## src/rtl/booth2_pkg.sv

```systemverilog
// Shared definitions for the radix-4 Booth sequential multiplier.
package booth2_pkg;

  // Bit positions of the decoded Booth control vector
  localparam int unsigned CTL_SINGLE = 0;
  localparam int unsigned CTL_DOUBLE = 1;
  localparam int unsigned CTL_NEG    = 2;
  localparam int unsigned CTL_W      = 3;

  typedef enum logic [1:0] {
    IDLE = 2'd0,
    CALC = 2'd1,
    DONE = 2'd2
  } state_e;

  // Booth digits needed: unsigned operands need one more to absorb the zero-extended MSB
  function automatic int unsigned ndigits(input int unsigned width, input logic is_signed);
    return is_signed ? (width / 2) : (width / 2 + 1);
  endfunction

endpackage

```

## src/rtl/booth2_pp_gen.sv

```systemverilog
// Booth-2 partial-product generator: one's-complement multiple of x plus a negate flag.
module booth2_pp_gen
  import booth2_pkg::*;
#(
  parameter int unsigned W = 10
) (
  input  logic [2:0]   digit,
  input  logic [W-1:0] x,
  output logic [W-1:0] pp,
  output logic         neg
);

  logic [CTL_W-1:0] ctl_c;

  // Decode the digit and select 0, x or 2x, inverted when negative
  always_comb begin
    ctl_c             = '0;
    ctl_c[CTL_SINGLE] = digit[0] ^ digit[1];
    ctl_c[CTL_DOUBLE] = ~ctl_c[CTL_SINGLE] & (digit[1] ^ digit[2]);
    ctl_c[CTL_NEG]    = digit[2];
    pp  = (({W{ctl_c[CTL_SINGLE]}} & x) | ({W{ctl_c[CTL_DOUBLE]}} & (x << 1)))
          ^ {W{ctl_c[CTL_NEG]}};
    neg = ctl_c[CTL_NEG];
  end

endmodule

```

## src/rtl/booth2_seq_multiplier.sv

```systemverilog
// Iterative radix-4 Booth multiplier retiring one digit per clock, valid/ready on both sides.
module booth2_seq_multiplier
  import booth2_pkg::*;
#(
  parameter int unsigned WIDTH = 8
) (
  input  logic                 clk,
  input  logic                 rst,
  input  logic                 in_valid,
  output logic                 in_ready,
  input  logic [WIDTH-1:0]     in_a,
  input  logic [WIDTH-1:0]     in_b,
  input  logic                 in_signed,
  output logic                 out_valid,
  input  logic                 out_ready,
  output logic [2*WIDTH-1:0]   out_p,
  output logic                 busy
);

  localparam int unsigned XW    = WIDTH + 2;
  localparam int unsigned BW    = WIDTH + 3;
  localparam int unsigned PW    = 2 * WIDTH;
  localparam int unsigned CNT_W = $clog2(WIDTH / 2 + 2);

  if (((WIDTH % 2) != 0) || (WIDTH < 4)) begin : g_bad_width
    $error("booth2_seq_multiplier: WIDTH must be even and >= 4");
  end

  state_e            state_q, state_d;
  logic [XW-1:0]     a_ext_q, a_ext_d;
  logic [BW-1:0]     b_ext_q, b_ext_d;
  logic [PW-1:0]     acc_q, acc_d;
  logic [CNT_W-1:0]  cnt_q, cnt_d;
  logic              signed_q, signed_d;
  logic              out_valid_q, out_valid_d;
  logic [PW-1:0]     out_p_q, out_p_d;
  logic              busy_q, busy_d;

  logic [2:0]        digit_c;
  logic [XW-1:0]     pp_c;
  logic              neg_c;
  logic [PW-1:0]     pp_sext_c;
  logic [PW-1:0]     sum_c;
  logic              last_c;
  logic              accept_c;
  logic              ext_a_c, ext_b_c;

  booth2_pp_gen #(.W(XW)) u_pp_gen (
    .digit (digit_c),
    .x     (a_ext_q),
    .pp    (pp_c),
    .neg   (neg_c)
  );

  // Input readiness: idle, or done with the result being consumed this cycle
  always_comb begin
    in_ready = ~rst & ((state_q == IDLE) | ((state_q == DONE) & out_ready));
    accept_c = in_valid & in_ready;
  end

  // Datapath: current digit, sign-extended partial product and accumulator sum
  always_comb begin
    digit_c   = 3'(b_ext_q >> {cnt_q, 1'b0});
    pp_sext_c = {{(PW - XW){pp_c[XW-1]}}, pp_c};
    sum_c     = acc_q + (pp_sext_c << {cnt_q, 1'b0}) + (PW'(neg_c) << {cnt_q, 1'b0});
    last_c    = (cnt_q == CNT_W'(ndigits(WIDTH, signed_q) - 1));
    ext_a_c   = in_signed & in_a[WIDTH-1];
    ext_b_c   = in_signed & in_b[WIDTH-1];
  end

  // Next-state and register updates
  always_comb begin
    state_d     = state_q;
    a_ext_d     = a_ext_q;
    b_ext_d     = b_ext_q;
    acc_d       = acc_q;
    cnt_d       = cnt_q;
    signed_d    = signed_q;
    out_valid_d = out_valid_q;
    out_p_d     = out_p_q;
    busy_d      = busy_q;

    case (state_q)
      IDLE: ;
      CALC: begin
        acc_d = sum_c;
        cnt_d = cnt_q + CNT_W'(1);
        if (last_c) begin
          state_d     = DONE;
          out_valid_d = 1'b1;
          out_p_d     = sum_c;
          busy_d      = 1'b0;
        end
      end
      DONE: begin
        if (out_ready) begin
          out_valid_d = 1'b0;
          state_d     = IDLE;
        end
      end
      default: state_d = IDLE;
    endcase

    if (accept_c) begin
      a_ext_d  = {{2{ext_a_c}}, in_a};
      b_ext_d  = {{2{ext_b_c}}, in_b, 1'b0};
      acc_d    = '0;
      cnt_d    = '0;
      signed_d = in_signed;
      state_d  = CALC;
      busy_d   = 1'b1;
    end
  end

  // State register with synchronous reset
  always_ff @(posedge clk) begin
    if (rst) begin
      state_q     <= IDLE;
      a_ext_q     <= '0;
      b_ext_q     <= '0;
      acc_q       <= '0;
      cnt_q       <= '0;
      signed_q    <= 1'b0;
      out_valid_q <= 1'b0;
      out_p_q     <= '0;
      busy_q      <= 1'b0;
    end else begin
      state_q     <= state_d;
      a_ext_q     <= a_ext_d;
      b_ext_q     <= b_ext_d;
      acc_q       <= acc_d;
      cnt_q       <= cnt_d;
      signed_q    <= signed_d;
      out_valid_q <= out_valid_d;
      out_p_q     <= out_p_d;
      busy_q      <= busy_d;
    end
  end

  assign out_valid = out_valid_q;
  assign out_p     = out_p_q;
  assign busy      = busy_q;

endmodule

```

## config.mk

```make
export PLATFORM = sky130hd
export DESIGN_NAME = booth2_seq_multiplier
export DESIGN_NICKNAME = d
export VERILOG_FILES = /design/src/rtl/booth2_pkg.sv /design/src/rtl/booth2_pp_gen.sv /design/src/rtl/booth2_seq_multiplier.sv
export SDC_FILE = /design/constraint.sdc
export NUM_CORES = 1
export LEC_CHECK = 0
export CAP_MARGIN = 10
export CORE_AREA = 2 2 87 89
export DETAILED_ROUTE_END_ITERATION = 12
export DIE_AREA = 0 0 89 91
export PLACE_DENSITY = 0.79
export RECOVER_POWER = 100
export REMOVE_ABC_BUFFERS = 1
export SLEW_MARGIN = 10
export SYNTH_ARGS = -nofsm -noshare
export SYNTH_HDL_FRONTEND = slang
export SYNTH_HIERARCHICAL = 1
export SYNTH_SLANG_ARGS = --single-unit
```

## constraint.sdc

```tcl
create_clock -name clk -period 6.24 [get_ports clk]
set_input_delay 1.872 -clock clk [delete_from_list [all_inputs] [get_ports clk]]
set_output_delay 1.872 -clock clk [all_outputs]
set_load 0.01 [all_outputs]
```

# After elaboration in Yosys (flattened, before gate mapping)
# Index checks and enable logic that the tools add are counted.
# op_classes
n_addsub,4
eq_ne,8
shift,3
mux,11
bitwise_logic,16
n_reduce_logical,10
# op_table
cell,count
16-bit adder,2
10-bit bitwise AND,2
1-bit by 4-bit left shift with 16-bit output,1
16-bit by 4-bit left shift with 16-bit output,1
11-bit by 4-bit right shift with 3-bit output,1
10-bit bitwise OR,1
10-bit XOR,1
3-bit AND reduction,3
1-bit two-way mux,7
1-bit bitwise AND,6
"2-bit != test, second input constant",3
"3-bit != test, second input constant",2
2-bit one-hot mux with 3 select lines,1
2-bit nonzero test,3
2-bit two-way mux,2
2-bit AND reduction,2
"3-bit by 1-bit adder with 3-bit output, second input constant",1
3-bit == test,1
1-bit inverter,3
"3-bit by 1-bit subtractor with 3-bit output, second input constant",1
"2-bit by 1-bit == test with 1-bit output, second input constant",1
"2-bit == test, second input constant",1
2-bit zero test,1
1-bit one-hot mux with 2 select lines,1
other kinds (3),4
# word_totals
regBits,58
output_inout_bits,19
word_cells,62

# Longest topological paths before layout
# Gate-level depths: netlist of run 1.
# logic_depth
depth_word,10
depth_mapped,25

# Cells and area by module
# The synthesis of run 1 kept the hierarchy.
# modules_own_cells
mod,n_inst,cells_per_inst,area_per_inst_um2
booth2_seq_multiplier,1,460,3651.0
booth2_pp_gen,1,48,380.4

# Least setup slack after synthesis of run 1
# No wires, ideal clock.
# synth_timing
path_type,register to register
startpoint,reg cnt_q[1]
endpoint,reg out_p_q[15] (netlist: out_p[15])
setup_ns,0.135
arrival_time_ns,4.890
path_slack_ns,1.216
stages_incl_launch_ff,21
path_buffers,3
period_less_slack_ns,5.024
path_cell_list,dfxtp_1 buf_2 buf_1 nor2b_1 a221oi_1 a21oi_1 xor2_1 and2_2 buf_6 a221oi_1 mux2i_1 or3_1 fa_1 inv_1 fa_1 a21o_1 a221oi_2 o21a_2 o31ai_4 a31oi_1 o311ai_1
# synth_between
elab_chain_len,10
# synth_lines
element,line_no,source
"start, declared",booth2_seq_multiplier.sv:33,"logic [CNT_W-1:0] cnt_q, cnt_d;"
"start signal, assigned",booth2_seq_multiplier.sv:132,cnt_q <= cnt_d;
11-bit by 4-bit right shift with 3-bit output (*),booth2_seq_multiplier.sv:63,"digit_c = 3'(b_ext_q >> {cnt_q, 1'b0});"
net digit_c[0],booth2_seq_multiplier.sv:39,logic [2:0] digit_c;
1-bit XOR (*),booth2_pp_gen.sv:18,ctl_c[CTL_SINGLE] = digit[0] ^ digit[1];
1-bit inverter,booth2_pp_gen.sv:19,ctl_c[CTL_DOUBLE] = ~ctl_c[CTL_SINGLE] & (digit[1] ^ digit[2]);
1-bit bitwise AND,booth2_pp_gen.sv:19,
10-bit bitwise AND,booth2_pp_gen.sv:21,pp = (({W{ctl_c[CTL_SINGLE]}} & x) | ({W{ctl_c[CTL_DOUBLE]}} & (x << 1)))
10-bit bitwise OR (*),booth2_pp_gen.sv:21,
10-bit XOR (*),booth2_pp_gen.sv:22,^ {W{ctl_c[CTL_NEG]}};
net pp_c[2],booth2_seq_multiplier.sv:40,logic [XW-1:0] pp_c;
16-bit by 4-bit left shift with 16-bit output (*),booth2_seq_multiplier.sv:65,"sum_c = acc_q + (pp_sext_c << {cnt_q, 1'b0}) + (PW'(neg_c) << {cnt_q, 1'b0});"
16-bit adder (*) (2 in series),booth2_seq_multiplier.sv:65,
"end signal, assigned",booth2_seq_multiplier.sv:135,out_p_q <= out_p_d;
"end, declared",booth2_seq_multiplier.sv:36,"logic [PW-1:0] out_p_q, out_p_d;"
# Mark *: on every way through the listed nets, which the timed path passes. The rest lies on a longest branch.
# A chain may end at the register's enable or synchronous reset.

# Worst setup path after layout of run 1
# layout_timing
startpoint,reg cnt_q[1]
endpoint,reg out_p_q[13] (netlist: out_p[13])
# Same word-level chain as after synthesis.

==> results of run 1 <==
==> path summary, 6_finish.rpt <==
path | to | start | slack, ns | cells past startpoint
worst max-delay path | out_p[13]$_SDFFE_PP0P_ | cnt_q[1]$_SDFFE_PP0P_ | 0.63 | 20
worst min-delay path | out_p[5]$_SDFFE_PP0P_ | out_p[5]$_SDFFE_PP0P_ | 0.45 | 2
worst max register to register | out_p[13]$_SDFFE_PP0P_ | cnt_q[1]$_SDFFE_PP0P_ | 0.63 | 20
worst min register to register | out_p[5]$_SDFFE_PP0P_ | out_p[5]$_SDFFE_PP0P_ | 0.45 | 2
==> cells in the final DEF, fill, tap and decap left out, types with 10 or more instances in the layout <==
cell type and n:
nand2_1 98, a21oi_1 63, dfxtp_1 58, inv_1 26, nor2_1 26, ha_1 22
dlygate4sd3_1 20, clkdlybuf4s50_1 19, o21ai_0 13, clkbuf_8 12, mux2i_1 10, nand3_1 10
==> flip-flops by register name, indices dropped and copies added (netlist names) <==
name,cells
out_p,16
state_q,2
acc_q,16
cnt_q,3
out_valid,1
b_ext_q,9
busy,1
signed_q,1
a_ext_q,9
==> layer usage <==
metal	part of all wire (%)	vias up	wire, microns
li1	-	1837	-
met1	44	1772	4250
met2	49	111	4660
met3	4.7	18	448
met4	2.2	0	209
met5	0	-	0
==> metrics by stage <==
stage	setup WS (ns)	cell area, sq um	instances
2_1_floorplan	0.522	3870	475
6_report	0.634	4630	640
5_1_grt	0.164	4630	640
3_3_place_gp	1.10	4470	624
3_5_place_dp	0.882	4470	624
4_1_cts	0.828	4650	640
==> worst register-to-register path: cells and delay by family (launching register included) <==
kind,cells,cell delay (ns)
buffers and inverters,2,0.43
flip-flops,1,0.51
multiplexers,1,0.20
XOR/XNOR,2,0.35
adder cells (fa/ha/maj),2,0.87
AND/OR/NAND/NOR,6,1.35
AO/OA/AOI/OAI,7,1.70
==> power breakdown <==
part	switching, W	total (W)	internal [W]
clock network	0.000149	0.000325	0.000176
logic	0.000122	0.000205	0.0000836
registers	0.0000128	0.000396	0.000384
total	0.000284	0.000926	0.000643
==> cell families after synthesis <==
family | count (synthesis) | synth area share (%)
compound gates | 138 | 22.7
xor+xnor | 15 | 3.26
fa+ha+maj | 31 | 11.3
buf+inv | 60 | 6.55
flops | 58 | 28.8
mux | 17 | 5.28
simple gates | 189 | 22.1
==> final cells by class <==
cell class	count	area [sq um]	share of cell area, %
Clock buffer	14	173	3.73
Multi-Input combinational cell	390	2600	56.1
Tap cell	99	124	2.67
Clock inverter	2	10.0	0.216
Timing Repair Buffer	50	467	10.1
Sequential cell	58	1160	25.1
Inverter	27	101	2.19
==> run metrics, run 1 <==
outcome finished with violations; failing checks capacitance limit, slew limit; GRT busiest layer met2; Post-synth EDFFs 0; Mapped Cells 508; asr flop ratio synth 0%; Layout Utilization 64.9%; VDD IR max 117 uV; post-DP HPWL 6.69 mm; FP Rows 31; IO Pins 40; grt ovf 0; top-area cell type share of the netlist area 28.8%; worst hold slack 0.448 ns; worst hold path type reg2reg; DRC viols 0; Max Freq 178 MHz; Top FF cell, synth dfxtp_1; share of cells above drive strength 1 9.24%; Yosys reg bits 58; Critical Path Start Type flip-flop; H-tree depth 3; die footprint 0.00810 sq mm; pin slew with the least headroom to its limit 1.99 ns; fin crit share 89.8%; cts bufs inserted 9; syn avg cell area 7.94 sq um; Core ar. 0.00714 sq mm; critical path, cell by cell nor2b_1 > a221oi_1 > a21oi_1 > clkbuf_2 > xor2_1 > and2_2 > a221oi_1 > mux2i_1 > nor2_1 > a21oi_1 > or2_2 > fa_1 > inv_1 > ha_1 > and3_1 > a221oi_2 > o221ai_1 > xor2_1 > nand2_1 > a21oi_1; GP Congestion 0.893; Synth cell types 58; GRT Overall Usage 25.9%; met1 usage 34.8%; Routed Antenna Nets 0; WS Path Type reg2reg; CTS tree yes; Req. time, crit path 6.37 ns; top cells by count, synth nand2_1 (98), a21oi_1 (63), dfxtp_1 (58); largest net degree at the start of global routing 46; Die Wd 89 microns; power per standard cell area 200 mW/mm^2; Setup TNS Final 0 ns; Synth area leaders dfxtp_1 (29%), nand2_1 (9.1%), a21oi_1 (7.8%); total of max-cap violations 1; root buffer cell clkbuf_8; critical path endpoint category flip-flop; CTS Buffer Depth 2; vias 3,738; later-pin clock latency in the skew report 0.34 ns; slowest stage delay, CP 0.63 ns; die height 91 microns; number of port buffers 39; final wirelength 9.56 mm; antenna cells 0; Detailed Route Iter0 Violations 251; fin crit period 5.61 ns; P&R area growth vs syn 15.0%; clock sinks 58; most frequent cell after synthesis nand2_1; PostCTS Resize Cnt 0; unrepaired setup endpoints after global routing no; most used cell along the critical path a21oi_1; Max stage delay cell, worst path a221oi_1; Hold-fix buffers, CTS 0; met2 Resource Use GR 40.3%; WP buf/inv 2; leading area contributor after synthesis dfxtp_1; clock slew at reported path FFs 0.06 ns; initial antenna violation count 0; endpoints failing hold 0; Final setup viols 0; first-pass GRT wire length 16.6 mm; Initial Utilization 56.5%; via count of the first global-routing pass 3,580; met3 usage in global routing 3.91%; sequential share of the synthesized area 28.8%; drt first pass iters 5; WP data arrival 5.74 ns; peak fanout along the critical path 21; cell family with most CP delay compound AO/OA/AOI/OAI gates; Via density 5.84; Cell Area, Synth 0.00403 sq mm; wire per inst 14.9 microns; Max-slew headroom -33.0%; Yosys warnings 6; max-slew violation count 46; static leakage 1.96 nW; total power 0.000926 W; skew final 0.00740 ns; fin nets 588; Setup Fix Bufs, Post-CTS 0; fill count 649
No activity file was read; power rests on OpenSTA's default activity.
==> inputs of run 2 (changes only) <==
--- a/config.mk
+++ b/config.mk
@@ -6,9 +6,9 @@
 export NUM_CORES = 1
 export LEC_CHECK = 0
 export CAP_MARGIN = 10
-export CORE_AREA = 2 2 87 89
+export CORE_AREA = 10 10 95 97
 export DETAILED_ROUTE_END_ITERATION = 12
-export DIE_AREA = 0 0 89 91
+export DIE_AREA = 0 0 105 107
 export PLACE_DENSITY = 0.79
 export RECOVER_POWER = 100
 export REMOVE_ABC_BUFFERS = 1
==> run metrics, run 2 (synthesis results as in run 1) <==
outcome finished with violations; failing checks capacitance limit, slew limit; number of port buffers 39 (unchanged); fill count 640 (-1.4%); largest net degree at the start of global routing 46 (unchanged); critical path, cell by cell nor2b_1 > a221oi_1 > a21oi_1 > clkbuf_2 > nor2_1 > or3_1 > a222oi_1 > mux2i_1 > nor2_1 > a31oi_1 > nor2_1 > a21oi_1 > fa_1 > inv_1 > ha_1 > a21oi_1 > o21a_1 > o21a_2 > o31ai_4 > nor3_1 > nand3b_1; cell family with most CP delay compound AO/OA/AOI/OAI gates; DRC viols 0 (unchanged); PostCTS Resize Cnt 0 (unchanged); Worst Setup SP cnt_q[1]$_SDFFE_PP0P_; WS Path Type reg2reg; CTS tree yes; placed cells 624 (unchanged); Die Wd 105 microns (+18%); R2R Path End acc_q[15]$_SDFFE_PP0P_; Multi-input gate area 0.00260 sq mm (unchanged); Setup Fix Bufs, Post-CTS 0 (unchanged); CTS Buffer Depth 2 (unchanged); critical path endpoint category flip-flop; DP Area 0.00447 sq mm (unchanged); WP buf/inv 2 (unchanged); GRT Overall Usage 17.6% (-8.3 points); Max Freq 174 MHz (-2.3%); Max-slew headroom -32.5% (+0.43 points); initial antenna violation count 0 (unchanged); Max stage delay cell, worst path a222oi_1; Core ar. 0.00714 sq mm (unchanged); power per standard cell area 207 mW/mm^2 (+3.4%); total power 0.000962 W (+3.8%); FP Rows 31 (unchanged); Worst Reg-to-Reg Cells 21 (+5.0%); die height 107 microns (+18%); slowest stage delay, CP 0.65 ns (+0.02 ns); H-tree depth 3 (unchanged); Critical Path Start Type flip-flop; post-route design area 0.00465 sq mm (+0.38%); later-pin clock latency in the skew report 0.34 ns (about the same); antenna cells 0 (unchanged); grt ovf 0 (unchanged); Req. time, crit path 6.45 ns (+0.08 ns); vias 3,710 (-0.75%); flop-to-flop setup slack 0.50 ns (-0.13 ns); final wirelength 9.78 mm (+2.3%); share of cells above drive strength 1 9.07% (-0.17 points); IO Pins 40 (unchanged); via count of the first global-routing pass 3,533 (-1.3%); Initial Utilization 56.5% (unchanged); drt first pass iters 5 (unchanged); peak fanout along the critical path 21 (unchanged); Layout Cells excl Fill 639 (-0.16%); critical path depth 21 (+5.0%); unrepaired setup endpoints after global routing no; worst hold path type reg2reg; total of max-cap violations 1 (unchanged); most frequent cells in the layout nand2_1 (98), a21oi_1 (63), dfxtp_1 (58); wire per inst 15.3 microns (+2.5%); clock sinks 58 (unchanged); WP data arrival 5.95 ns (+0.21 ns); pin slew with the least headroom to its limit 1.99 ns (-0.00650 ns); max-slew violation count 46 (unchanged); Via density 5.81 (-0.59%); die footprint 0.0112 sq mm (+39%); first-pass GRT wire length 16.6 mm (unchanged); Hold-fix buffers, CTS 0 (unchanged); crit path capture acc_q[15]$_SDFFE_PP0P_; fin crit share 92.0% (+2.1 points); Storage cell area 0.00116 sq mm (unchanged); static leakage 1.97 nW (+0.19%); skew final 0.00903 ns (+0.00163 ns); Routed Antenna Nets 0 (unchanged); GP Congestion 0.889 (-0.46%); root buffer cell clkbuf_8; Setup TNS Final 0 ns (unchanged); worst r2r src cnt_q[1]$_SDFFE_PP0P_; cts bufs inserted 9 (unchanged); Final setup viols 0 (unchanged); fin nets 588 (unchanged); VDD IR max 160 uV (+37%); P&R area growth vs syn 15.4%; endpoints failing hold 0 (unchanged); post-DP HPWL 6.93 mm (+3.6%); Detailed Route Iter0 Violations 281 (+12%); fin crit period 5.74 ns (+0.134 ns); clock slew at reported path FFs 0.06 ns (about the same); most common cell after layout, fill and taps aside nand2_1
[run 2: final cells by class]
type | count | area share (%)
tap | 99 | 2.66
clock inverter | 2 | 0.753
timing repair buffer | 50 | 9.95
clock buffer | 13 | 3.63
sequential | 58 | 25.0
multi-input combinational | 390 | 55.9
inverter | 27 | 2.18
[run 2: worst register-to-register path: stages, from the launching register on]
cell      delay (ns)
dfxtp_1         0.52
nor2b_1         0.44
a221oi_1        0.17
a21oi_1         0.14
clkbuf_2        0.37
nor2_1          0.24
or3_1           0.43
a222oi_1        0.65
mux2i_1         0.21
nor2_1          0.13
a31oi_1         0.05
nor2_1          0.10
a21oi_1         0.08
fa_1            0.53
inv_1           0.04
ha_1            0.41
a21oi_1         0.12
o21a_1          0.23
o21a_2          0.15
o31ai_4         0.32
nor3_1          0.12
nand3b_1        0.18
[run 2: power by group]
group          leakage [nW]  internal [W]  switching, W
combinational          1.39     0.0000832      0.000121
sequential            0.471      0.000384     0.0000122
clock                 0.106      0.000214      0.000148
total                  1.97      0.000681      0.000281
[run 2: worst min-delay path by stage]
| stage | from | to | slack [ns] | depth (start not counted) |
|---|---|---|---|---|
| after global routing | acc_q[10]$_SDFFE_PP0P_ | acc_q[10]$_SDFFE_PP0P_ | 0.46 | 2 |
| after detailed placement | acc_q[10]$_SDFFE_PP0P_ | acc_q[10]$_SDFFE_PP0P_ | 0.44 | 2 |
| final | out_p[11]$_SDFFE_PP0P_ | out_p[11]$_SDFFE_PP0P_ | 0.45 | 2 |
| after floorplan | b_ext_q[3]$_SDFFE_PP0P_ | b_ext_q[3]$_SDFFE_PP0P_ | 0.43 | 2 |
| after global placement | out_p[4]$_SDFFE_PP0P_ | out_p[4]$_SDFFE_PP0P_ | 0.44 | 2 |
| after CTS | acc_q[10]$_SDFFE_PP0P_ | acc_q[10]$_SDFFE_PP0P_ | 0.45 | 2 |
[run 2: through the flow]
| stage | setup WS, ns | hold WS (ns) | utilization (%) |
|---|---|---|---|
| floorplan | 0.522 | 0.427 | - |
| global placement | 1.04 | 0.441 | 62.6 |
| detailed placement | 0.798 | 0.444 | 62.6 |
| CTS | 0.722 | 0.453 | 65.4 |
| global route | 0.163 | 0.465 | 65.2 |
| finish | 0.500 | 0.451 | 65.2 |
[run 2: routing by layer]
| layer | vias up | global-route usage (%) | wire [microns] |
|---|---|---|---|
| li1 | 1840 | - | - |
| met1 | 1700 | 20.7 | 4080 |
| met2 | 144 | 29.6 | 4750 |
| met3 | 26 | 4.01 | 723 |
| met4 | 0 | 8.82 | 232 |
| met5 | - | 0 | 0 |
==> variant 1: new RTL, flow settings as in run 2 <==
Re-encode `state_e` (3 states) as one-hot, 3 bits wide.
--- a/src/rtl/booth2_pkg.sv
+++ b/src/rtl/booth2_pkg.sv
@@ -9,6 +9,6 @@
 
-  typedef enum logic [1:0] {
-    IDLE = 2'd0,
-    CALC = 2'd1,
-    DONE = 2'd2
+  typedef enum logic [2:0] {
+    IDLE = 3'b001,
+    CALC = 3'b010,
+    DONE = 3'b100
   } state_e;
Function: same outputs for any inputs over 4 cycles, from zero or initial values and one cycle with rst high; so few cycles prove little.
==> variant 1 against run 2 <==
- setup slack improved by 0.17 ns
- combinational power fell by 22%
- total power decreased by 9.3%
- design area rose by 2.4%
- hold slack worse by 0.0068 ns
- clock power down 14%
- largest power group unchanged
- die area unchanged
- wire length rose by 0.83%
- sequential cell count grew 1
- area after synthesis is 2.0% higher
==> variant 1: results (changes against run 2) <==
.. list-table::
   :header-rows: 1

   * - Metric
     - Value
   * - Sw Ratio
     - 29.6% (was 29.2%)
   * - Number of different library cells in the post-synthesis netlist
     - 57 (was 58)
   * - GRT met3 Usage
     - 4.19% (was 4.01%)
   * - Post-DP HPWL
     - 7.35 mm (was 6.93 mm)
   * - Most frequent cells after synthesis
     - sky130_fd_sc_hd__nand2_1, sky130_fd_sc_hd__dfxtp_1, sky130_fd_sc_hd__a21oi_1, sky130_fd_sc_hd__inv_1, sky130_fd_sc_hd__nor2_1 (was sky130_fd_sc_hd__nand2_1, sky130_fd_sc_hd__a21oi_1, sky130_fd_sc_hd__dfxtp_1, sky130_fd_sc_hd__inv_1, sky130_fd_sc_hd__nor2_1)
   * - Arrival time at the worst endpoint
     - 5.80 ns (was 5.95 ns)
   * - Comb power
     - 160 uW (was 204 uW)
   * - Met1 global-route usage
     - 20.8% (was 20.7%)
   * - Worst path max stage delay
     - 0.51 ns (was 0.65 ns)
   * - Detailed-route vias per instance
     - 5.64 (was 5.81)
   * - First-pass GRT wire length
     - 16.7 mm (was 16.6 mm)
   * - Share of final-layout standard cells stronger than drive strength 1
     - 7.61% (was 9.07%)
   * - Pin count of the biggest net entering global routing
     - 38 (was 46)
   * - Crit Path Max Fanout
     - 11 (was 21)
   * - Worst-case clock skew
     - 0.00879 ns (was 0.00903 ns)
   * - DP Cell Count
     - 648 (was 624)
   * - Slowest-stage cell, CP
     - sky130_fd_sc_hd__dfxtp_1 (was sky130_fd_sc_hd__a222oi_1)
   * - Worst setup slack for register-to-register paths
     - 0.67 ns (was 0.50 ns)
   * - Routability congestion estimate from global placement
     - 0.848 (was 0.889)
   * - Launch point of the worst path
     - cnt_q[0]$_SDFFE_PP0P_ (was cnt_q[1]$_SDFFE_PP0P_)
   * - Worst IR Drop VDD
     - 0.143 mV (was 0.160 mV)
   * - Leakage
     - 2.10 nW (was 1.97 nW)
   * - Setup slack at placement
     - 0.790 ns (was 0.798 ns)
   * - Total routing resource utilization after global routing
     - 17.7% (was 17.6%)
   * - Outcome
     - finished, final reports clean (was finished, violations left)
   * - Total via count after detailed routing
     - 3,746 (was 3,710)
   * - Post-synth top area share
     - 28.7% (was 28.8%)
   * - Number of detailed-route iterations in the first pass
     - 4 (was 5)
   * - Final nets
     - 612 (was 588)
   * - Filler cells
     - 659 (was 640)
   * - Tmin final
     - 5.57 ns (was 5.74 ns)
   * - Post-detailed-placement cell area
     - 4600 um^2 (was 4470 um^2)
   * - Actual slew at the worst max-slew pin
     - 1.42 ns (was 1.99 ns)
[variant 1: changes by cell type after synthesis, sizes merged, moves of 4 or more]
| cell | run 2 | this run |
|---|---|---|
| nand2 | 98 | 107 |
| clkbuf | 13 | 20 |
| nand3b | 4 | 20 |
| and2 | 9 | 14 |
| o21ai | 13 | 21 |
| a21oi | 64 | 46 |
| buf | 20 | 9 |
| a211oi | 9 | 5 |
[variant 1: path summary, 6_finish.rpt]
path	endpoint
max	acc_q[15]$_SDFFE_PP0P_
min reg2reg	busy$_SDFFE_PP0P_
min	busy$_SDFFE_PP0P_
max reg2reg	acc_q[15]$_SDFFE_PP0P_
[variant 1: per-layer routing]
metal  vias to the layer above  part of all wire (%)
met5                         -                     0
met4                         0                   1.8
met3                        12                   4.9
met2                        84                    49
met1                      1747                    44
li1                       1903                     -
[variant 1: area by class of cell]
class	count	area (um^2)	area share, %
multi-input cells	407	2680	56.3
flip-flops and latches	59	1180	24.8
repair buffers	53	492	10.3
clock buffers	12	145	3.05
well taps	99	124	2.60
inverters	30	113	2.36
clock inverters	4	26.3	0.552
[variant 1: cells by family (layout without fill, tap and decap cells)]
logic type | after synthesis | in the layout | share of synthesized area [%]
and+or+nand+nor | 213 | 213 | 24.4
xor gates and xnor gates | 16 | 16 | 3.74
DFF | 59 | 59 | 28.7
AOI/OAI and AO/OA | 129 | 129 | 20.9
muxes | 18 | 18 | 5.08
adders and majority gates | 31 | 31 | 11.1
buffers and inverters | 59 | 99 | 6.11
[variant 1: through the flow]
step | power, mW | setup TNS, ns | hold slack, ns
4_1_cts | 0.878 | 0 | 0.451
5_1_grt | 0.917 | 0 | 0.469
6_report | 0.873 | 0 | 0.444
3_5_place_dp | 0.569 | 0 | 0.440
3_3_place_gp | 0.566 | 0 | 0.436
2_1_floorplan | 0.513 | -0.0293 | 0.425
==> variant 2: new RTL, flow settings as in run 2 <==
Without the edit above. Set the parameter `WIDTH` to 16 (it was 8).
--- a/src/rtl/booth2_seq_multiplier.sv
+++ b/src/rtl/booth2_seq_multiplier.sv
@@ -4,3 +4,3 @@
 #(
-  parameter int unsigned WIDTH = 8
+  parameter int unsigned WIDTH = 16
 ) (
Interface: changed (resized in_a, in_b and out_p); port bits go from 40 to 72. No check against the original RTL was run, so the function may have changed too.
==> variant 2 against run 2 <==
- the flow now stops in global placement without I/O
- area after synthesis grew 100%
==> variant 2: results (changes against run 2) <==
.. list-table::
   :header-rows: 1

   * - Metric
     - Value
   * - Primary flip-flop cell chosen by synthesis mapping
     - sky130_fd_sc_hd__dfxtp_1 (unchanged)
   * - Largest cells by area after synthesis
     - sky130_fd_sc_hd__dfxtp_1, sky130_fd_sc_hd__nand2_1, sky130_fd_sc_hd__a21oi_1 (unchanged)
   * - Total number of placement rows
     - 31 (unchanged)
   * - Share of the yosys chip area belonging to registers
     - 26.5% (was 28.8%)
   * - Synthesized area divided by synthesized cell count
     - 7.46 um^2 (was 7.94 um^2)
   * - Number of different library cells in the post-synthesis netlist
     - 69 (was 58)
   * - Outcome
     - aborted with a tool error (was finished, violations left)
   * - Fraction of synthesis flops using an asynchronous set or reset pin
     - 0% (unchanged)
   * - Flops & latches, synth
     - 107 (was 58)
   * - Last stage the flow got to
     - global placement without I/O
   * - Most frequent cell after synthesis
     - sky130_fd_sc_hd__nand2_1 (unchanged)
   * - First reported error
     - [ERROR GPL-0301] Utilization 124.044 % exceeds 100%.
   * - Most frequent cells after synthesis
     - sky130_fd_sc_hd__nand2_1, sky130_fd_sc_hd__a21oi_1, sky130_fd_sc_hd__dfxtp_1, sky130_fd_sc_hd__nor2_1, sky130_fd_sc_hd__inv_1 (was sky130_fd_sc_hd__nand2_1, sky130_fd_sc_hd__a21oi_1, sky130_fd_sc_hd__dfxtp_1, sky130_fd_sc_hd__inv_1, sky130_fd_sc_hd__nor2_1)
   * - Syn. warnings
     - 6 (unchanged)
[variant 2: cell count changes after synthesis, moves of 16 or more]
cell,run 2,this run
sky130_fd_sc_hd__and2_1,8,24
sky130_fd_sc_hd__dfxtp_1,58,107
sky130_fd_sc_hd__ha_1,22,46
sky130_fd_sc_hd__nand3_1,10,34
sky130_fd_sc_hd__nor2_1,26,60
sky130_fd_sc_hd__nand2_1,98,217
sky130_fd_sc_hd__a21oi_1,63,149
sky130_fd_sc_hd__clkbuf_1,13,39
sky130_fd_sc_hd__a21o_1,6,26
sky130_fd_sc_hd__inv_1,26,57
sky130_fd_sc_hd__o21ai_0,13,35
[variant 2: kinds of logic after synthesis]
| family | count (synthesis) | synth area share, % |
|---|---|---|
| muxes | 34 | 5.10 |
| xor gates and xnor gates | 30 | 3.26 |
| and+or+nand+nor | 394 | 21.4 |
| buffers and inverters | 134 | 7.12 |
| AOI/OAI and AO/OA | 320 | 25.2 |
| adders and majority gates | 63 | 11.3 |
| DFF | 107 | 26.5 |
